## src/rtl/spi_pkg.sv

```systemverilog
// Shared SPI definitions: frame size, FSM state encoding and bit placement helper.
// Used by both spi_slave_rx and spi_master.
package spi_pkg;

  localparam int BITS_PER_FRAME = 8;

  typedef enum logic {
    IDLE    = 1'b0,
    RECEIVE = 1'b1
  } spi_state_t;

  // Shift-register position of the bit with sequence number cnt.
  function automatic logic [2:0] bit_pos(input logic [2:0] cnt, input bit msb_first);
    return msb_first ? (3'(BITS_PER_FRAME - 1) - cnt) : cnt;
  endfunction

endpackage

```

## src/rtl/spi_input_sync.sv

```systemverilog
// Oversampling synchroniser for an SPI clock/data pair, with edge detection.
// Reset loads the clock chain with CPOL so that reset release never looks like an edge.
module spi_input_sync #(
  parameter bit CPOL        = 1'b0,
  parameter int SYNC_STAGES = 2
) (
  input  logic i_clk,
  input  logic i_rst,
  input  logic i_sclk,
  input  logic i_sdata,
  output logic o_data,
  output logic o_sample_edge,
  output logic o_any_edge
);

  logic [SYNC_STAGES-1:0] r_clk_sync;
  logic [SYNC_STAGES-1:0] r_data_sync;
  logic                   r_clk_prev;
  logic                   r_data;
  logic                   r_sample_edge;
  logic                   r_any_edge;
  logic                   w_clk_s;

  assign w_clk_s = r_clk_sync[SYNC_STAGES-1];

  // Edge flags and data are registered together so the bit stays aligned with its edge.
  always_ff @(posedge i_clk or posedge i_rst) begin
    if (i_rst) begin
      r_clk_sync    <= {SYNC_STAGES{CPOL}};
      r_data_sync   <= '0;
      r_clk_prev    <= CPOL;
      r_data        <= 1'b0;
      r_sample_edge <= 1'b0;
      r_any_edge    <= 1'b0;
    end else begin
      r_clk_sync    <= {r_clk_sync[SYNC_STAGES-2:0], i_sclk};
      r_data_sync   <= {r_data_sync[SYNC_STAGES-2:0], i_sdata};
      r_clk_prev    <= w_clk_s;
      r_data        <= r_data_sync[SYNC_STAGES-1];
      r_sample_edge <= (r_clk_prev == CPOL) && (w_clk_s != CPOL);
      r_any_edge    <= (r_clk_prev != w_clk_s);
    end
  end

  assign o_data        = r_data;
  assign o_sample_edge = r_sample_edge;
  assign o_any_edge    = r_any_edge;

endmodule

```

## src/rtl/spi_slave_rx.sv

```systemverilog
// Receive-only SPI slave: oversampled spi_clk/spi_mosi, 8-bit frames, idle-timeout framing.
//  state   | meaning
//  IDLE    | no frame in progress, waiting for the first sample edge
//  RECEIVE | frame partially received, idle timeout armed
module spi_slave_rx
  import spi_pkg::*;
#(
  parameter bit CPOL            = 1'b0,
  parameter bit MSB_FIRST       = 1'b0,
  parameter int MAIN_CLOCK_FREQ = 27_000_000,
  parameter int SPI_CLOCK_FREQ  = 10_000,
  parameter int SYNC_STAGES     = 2,
  parameter int TIMEOUT_CYCLES  = 2 * MAIN_CLOCK_FREQ / SPI_CLOCK_FREQ
) (
  input  logic       i_clk,
  input  logic       i_rst,
  input  logic       i_spi_clk,
  input  logic       i_spi_mosi,
  output logic [7:0] o_rx_data,
  output logic       o_rx_valid,
  output logic       o_rx_error,
  output logic       o_busy
);

  localparam int            TW      = $clog2(TIMEOUT_CYCLES + 1);
  localparam logic [TW-1:0] TMO_MAX = TW'(TIMEOUT_CYCLES);

  if (MAIN_CLOCK_FREQ < 8 * SPI_CLOCK_FREQ) begin : g_bad_freq
    $error("spi_slave_rx: MAIN_CLOCK_FREQ must be at least 8x SPI_CLOCK_FREQ");
  end
  if (SYNC_STAGES < 2) begin : g_bad_sync
    $error("spi_slave_rx: SYNC_STAGES must be at least 2");
  end

  spi_state_t    r_state, w_state_nxt;
  logic [2:0]    r_bit_cnt, w_bit_cnt_nxt;
  logic [7:0]    r_shift, w_shift_nxt;
  logic [TW-1:0] r_tmo_cnt;
  logic [7:0]    r_rx_data;
  logic          r_rx_valid, r_rx_error;
  logic          w_valid_nxt, w_error_nxt;
  logic          w_data, w_sample_edge, w_any_edge, w_timeout;
  logic [2:0]    w_idx;

  spi_input_sync #(
    .CPOL        (CPOL),
    .SYNC_STAGES (SYNC_STAGES)
  ) u_sync (
    .i_clk         (i_clk),
    .i_rst         (i_rst),
    .i_sclk        (i_spi_clk),
    .i_sdata       (i_spi_mosi),
    .o_data        (w_data),
    .o_sample_edge (w_sample_edge),
    .o_any_edge    (w_any_edge)
  );

  // A coincident edge always beats the timeout.
  assign w_timeout = (r_state == RECEIVE) && (r_tmo_cnt == TMO_MAX) && !w_any_edge;
  assign w_idx     = bit_pos(r_bit_cnt, MSB_FIRST);

  always_comb begin
    w_state_nxt   = r_state;
    w_bit_cnt_nxt = r_bit_cnt;
    w_shift_nxt   = r_shift;
    w_valid_nxt   = 1'b0;
    w_error_nxt   = 1'b0;
    case (r_state)
      IDLE: begin
        w_bit_cnt_nxt = 3'd0;
        if (w_sample_edge) begin
          w_shift_nxt[w_idx] = w_data;
          w_bit_cnt_nxt      = 3'd1;
          w_state_nxt        = RECEIVE;
        end
      end
      RECEIVE: begin
        if (w_sample_edge) begin
          w_shift_nxt[w_idx] = w_data;
          if (r_bit_cnt == 3'(BITS_PER_FRAME - 1)) begin
            w_valid_nxt   = 1'b1;
            w_bit_cnt_nxt = 3'd0;
            w_state_nxt   = IDLE;
          end else begin
            w_bit_cnt_nxt = r_bit_cnt + 3'd1;
          end
        end else if (w_timeout) begin
          w_error_nxt   = 1'b1;
          w_bit_cnt_nxt = 3'd0;
          w_state_nxt   = IDLE;
        end
      end
      default: begin
        w_bit_cnt_nxt = 3'd0;
        w_state_nxt   = IDLE;
      end
    endcase
  end

  always_ff @(posedge i_clk or posedge i_rst) begin
    if (i_rst) begin
      r_state    <= IDLE;
      r_bit_cnt  <= 3'd0;
      r_shift    <= 8'h00;
      r_rx_data  <= 8'h00;
      r_rx_valid <= 1'b0;
      r_rx_error <= 1'b0;
    end else begin
      r_state    <= w_state_nxt;
      r_bit_cnt  <= w_bit_cnt_nxt;
      r_shift    <= w_shift_nxt;
      r_rx_valid <= w_valid_nxt;
      r_rx_error <= w_error_nxt;
      if (w_valid_nxt) r_rx_data <= w_shift_nxt;
    end
  end

  // Saturating idle counter, only live while a frame is open.
  always_ff @(posedge i_clk or posedge i_rst) begin
    if (i_rst) begin
      r_tmo_cnt <= '0;
    end else if ((r_state != RECEIVE) || w_any_edge) begin
      r_tmo_cnt <= '0;
    end else if (r_tmo_cnt != TMO_MAX) begin
      r_tmo_cnt <= r_tmo_cnt + TW'(1);
    end
  end

  assign o_rx_data  = r_rx_data;
  assign o_rx_valid = r_rx_valid;
  assign o_rx_error = r_rx_error;
  assign o_busy     = (r_state == RECEIVE);

endmodule

```

## config.mk

```make
export PLATFORM = sky130hd
export DESIGN_NAME = spi_slave_rx
export DESIGN_NICKNAME = d
export VERILOG_FILES = /design/src/rtl/spi_pkg.sv /design/src/rtl/spi_input_sync.sv /design/src/rtl/spi_slave_rx.sv
export SDC_FILE = /design/constraint.sdc
export NUM_CORES = 1
export LEC_CHECK = 0
export CAP_MARGIN = 5
export CORE_UTILIZATION = 56
export DETAILED_ROUTE_END_ITERATION = 16
export GPL_TIMING_DRIVEN = 0
export PLACE_DENSITY = 0.77
export SETUP_SLACK_MARGIN = 0.05
export SYNTH_ARGS = -nofsm -noshare
export SYNTH_HDL_FRONTEND = slang
export SYNTH_HIERARCHICAL = 1
export SYNTH_SLANG_ARGS = --single-unit
```

## constraint.sdc

```tcl
create_clock -name i_clk -period 2.2 [get_ports i_clk]
set_clock_uncertainty 0.1 [all_clocks]
set_input_delay 0.44 -clock i_clk [delete_from_list [all_inputs] [get_ports i_clk]]
set_output_delay 0.44 -clock i_clk [all_outputs]
set_load 0.1 [all_outputs]
```

==> results.json <==
{
  "die_w_um": 60.0,
  "synth_top_area_cell": "dfrtp_1",
  "vias": 1330,
  "arrival_ps": 1560,
  "path_max_fanout": 2,
  "rows": 20,
  "dp_slack_ps": 17.4,
  "dp_hpwl_mm": 2.28,
  "grt_setup_unrepaired": "false",
  "synthDistinctLibCells": 30,
  "port_buffers": 14,
  "totalWireLength_mm": 3.35,
  "drc": 0,
  "die-area_mm2": 0.00360,
  "power_density_mw_per_mm2": 688,
  "max-slew-margin-rel": 0.361,
  "cts_buffer_depth": 2,
  "synth-seq-cells": 43,
  "ant_nets": 0,
  "syn_inst": 158,
  "synth_area_mm2": 0.00188,
  "cts_hold_buf": 0,
  "syn_nets": 167,
  "setup_ws_ps": 104,
  "grt_pass1_wl_mm": 5.66,
  "vdd_drop_max_uv": 448,
  "yosysMostFrequentCell": "dfrtp_1",
  "antenna_found_initial": 0,
  "synth_edf_count": 0,
  "hold_viol_final": 0,
  "crit_family": "buffers and inverters",
  "grtUsageTotal": 0.221,
  "wl_per_cell_um": 14.9,
  "multiInputGateArea_um2": 746,
  "p_total_mw": 1.49,
  "p_leak_nw": 0.954,
  "yosys.area.top_type_share": 0.572,
  "drt_iter0_drc": 77,
  "synth.avg_cell_area_um2": 11.9,
  "cp-start-kind": "flop",
  "cts_max_level": 2,
  "hp-class": "primary input to asynchronous set/reset pin",
  "slew_violations": 0,
  "slowest_stage": "dlygate4sd2_1",
  "io_pins": 15,
  "numClockSinks": 43,
  "path_clk_slew_ps": 130,
  "seq_area_mm2": 0.00108,
  "fin_util": 0.692,
  "vias_per_cell": 5.94,
  "clock.fmax_mhz": 477,
  "ys_warn_count": 6,
  "drive_gt1_frac": 0.167,
  "critPathMaxStageDelay_ps": 860,
  "min_period_ps": 2100,
  "tightest_slew_ps": 963,
  "outcome": "completed",
  "synthTopCellsByCount": "dfrtp_1, mux2_2, nand2_1",
  "nNetsFinal": 189,
  "cts_tree": "built",
  "max-cap-violations": 0,
  "die_y_um": 60.0,
  "cts_setup_buffers": 0,
  "path_buf_inv": 1,
  "first_pass_iters": 4,
  "core_area_mm2": 0.00313,
  "nFillCells": 226,
  "gp_routability_congestion": 0.785,
  "clkLatencyLatePin_ps": 360,
  "crit_required_ps": 1660,
  "numCtsBuffers": 5,
  "finalCritPeriodShare": 0.953,
  "setup_viol": 0,
  "yosys_most_used_dff": "dfrtp_1",
  "end_kind": "primary output",
  "grt_overflow": 0,
  "grt_max_degree": 36,
  "diodes": 0,
  "syn_to_final_growth_pct": 15.0,
  "async_flop_share": 1.00,
  "initial_core_util": 0.602,
  "path_class": "flop to primary output",
  "synth_area_leaders": "dfrtp_1, mux2_2, ha_1",
  "seq_area_frac_synth": 0.572,
  "root_buffer": "clkbuf_4",
  "fin_setup_tns_ps": 0,
  "grt_pass1_vias": 1258,
  "crit_chain": "dlygate4sd2_1"
}
==> worst reg2reg max path, delay by kind of cell (launching register included) <==
family | cells | cell delay, ps
buffers and inverters | 1 | 310
DFF | 1 | 370
muxes | 2 | 650
and+or+nand+nor | 1 | 350
==> metal layers <==
metal	GRT usage	up-vias	wire [um]
li1	-	625	-
met1	0.303	654	1410
met2	0.330	42	1690
met3	0.0519	9	181
met4	0.110	0	67
met5	0	-	0
==> worst paths after layout <==
kind / start / end / slack, ps / cells after the start
max: o_rx_data[6]$_DFFE_PP0P_ / o_rx_data[6] / 100 / 1
min: i_rst / u_sync/o_data$_DFF_PP0_ / 240 / 2
max reg2reg: r_bit_cnt[0]$_DFFE_PP0P_ / o_rx_data[1]$_DFFE_PP0P_ / 310 / 4
min reg2reg: u_sync/r_data_sync[0]$_DFF_PP0_ / u_sync/r_data_sync[1]$_DFF_PP0_ / 280 / 0
max in group asynchronous: i_rst / r_shift[5]$_DFF_PP0_ / 1180 / 3
min in group i_clk: u_sync/r_data_sync[0]$_DFF_PP0_ / u_sync/r_data_sync[1]$_DFF_PP0_ / 280 / 0
==> where the power goes <==
part,internal [mW],switching (mW),total [mW]
Combinational,0.0575,0.0949,0.152
Sequential,0.835,0.0220,0.857
Clock,0.233,0.247,0.480
Total,1.13,0.364,1.49
==> what timing repair did <==
item	CTS	global route
setup endpoints to repair	11	6
gates cloned	0	0
gates resized for setup	11	8
==> kinds of logic (layout without fill, tap and decap cells) <==
kind of cell               after synthesis  after routing  synth area share
xor gates and xnor gates                 2              2           0.00931
and+or+nand+nor                         50             50             0.174
DFF                                     43             43             0.572
AOI/OAI and AO/OA                       25             25            0.0785
muxes                                   17             17             0.101
buffers and inverters                   16             38            0.0319
adders and majority gates                5              5            0.0332
==> cell usage in the layout (no fill, tap or decap), drive strengths merged <==
cell,n
clkdlybuf4s50,3
nand3,6
mux2i,1
clkinvlp,1
dfrtp,43
o31ai,6
nor4b,1
ha,5
clkdlybuf4s15,4
nor4,1
clkinv,1
or2b,1
mux2,16
nor3,1
a21oi,9
o311ai,2
nand2b,2
nor2,2
or3,5
nand4,5
nand4bb,1
nand3b,2
or4,5
xor2,2
inv,7
o21ai,8
bufinv,1
buf,1
clkbuf,15
nand2,10
dlygate4sd2,5
nor4bb,3
nand4b,4
nor2b,1
==> through the flow <==
step                      hold slack (ps)  std cells  instance area, um^2
after global placement                236        216                 2080
after global routing                  270        224                 2160
after floorplan                       156        158                 1880
after detailed placement              236        216                 2080
final                                 236        224                 2160
after CTS                             234        223                 2140
==> registers in the layout, summed over array words and instances (netlist names) <==
| register | count |
|---|---|
| o_rx_error | 1 |
| u_sync/r_clk_sync | 2 |
| u_sync/o_any_edge | 1 |
| u_sync/r_clk_prev | 1 |
| o_busy | 1 |
| r_tmo_cnt | 13 |
| r_shift | 8 |
| o_rx_valid | 1 |
| u_sync/o_data | 1 |
| o_rx_data | 8 |
| r_bit_cnt | 3 |
| u_sync/r_data_sync | 2 |
| u_sync/o_sample_edge | 1 |
==> final cells by class <==
cell class | instances | share of cell area
buffer | 8 | 0.0139
clock buffer | 5 | 0.0174
clock inverter | 2 | 0.0174
inverter | 8 | 0.0139
multi-input combinational | 99 | 0.345
sequential | 43 | 0.497
tap | 44 | 0.0254
timing repair buffer | 15 | 0.0700
(Power assumes the default switching activity.)
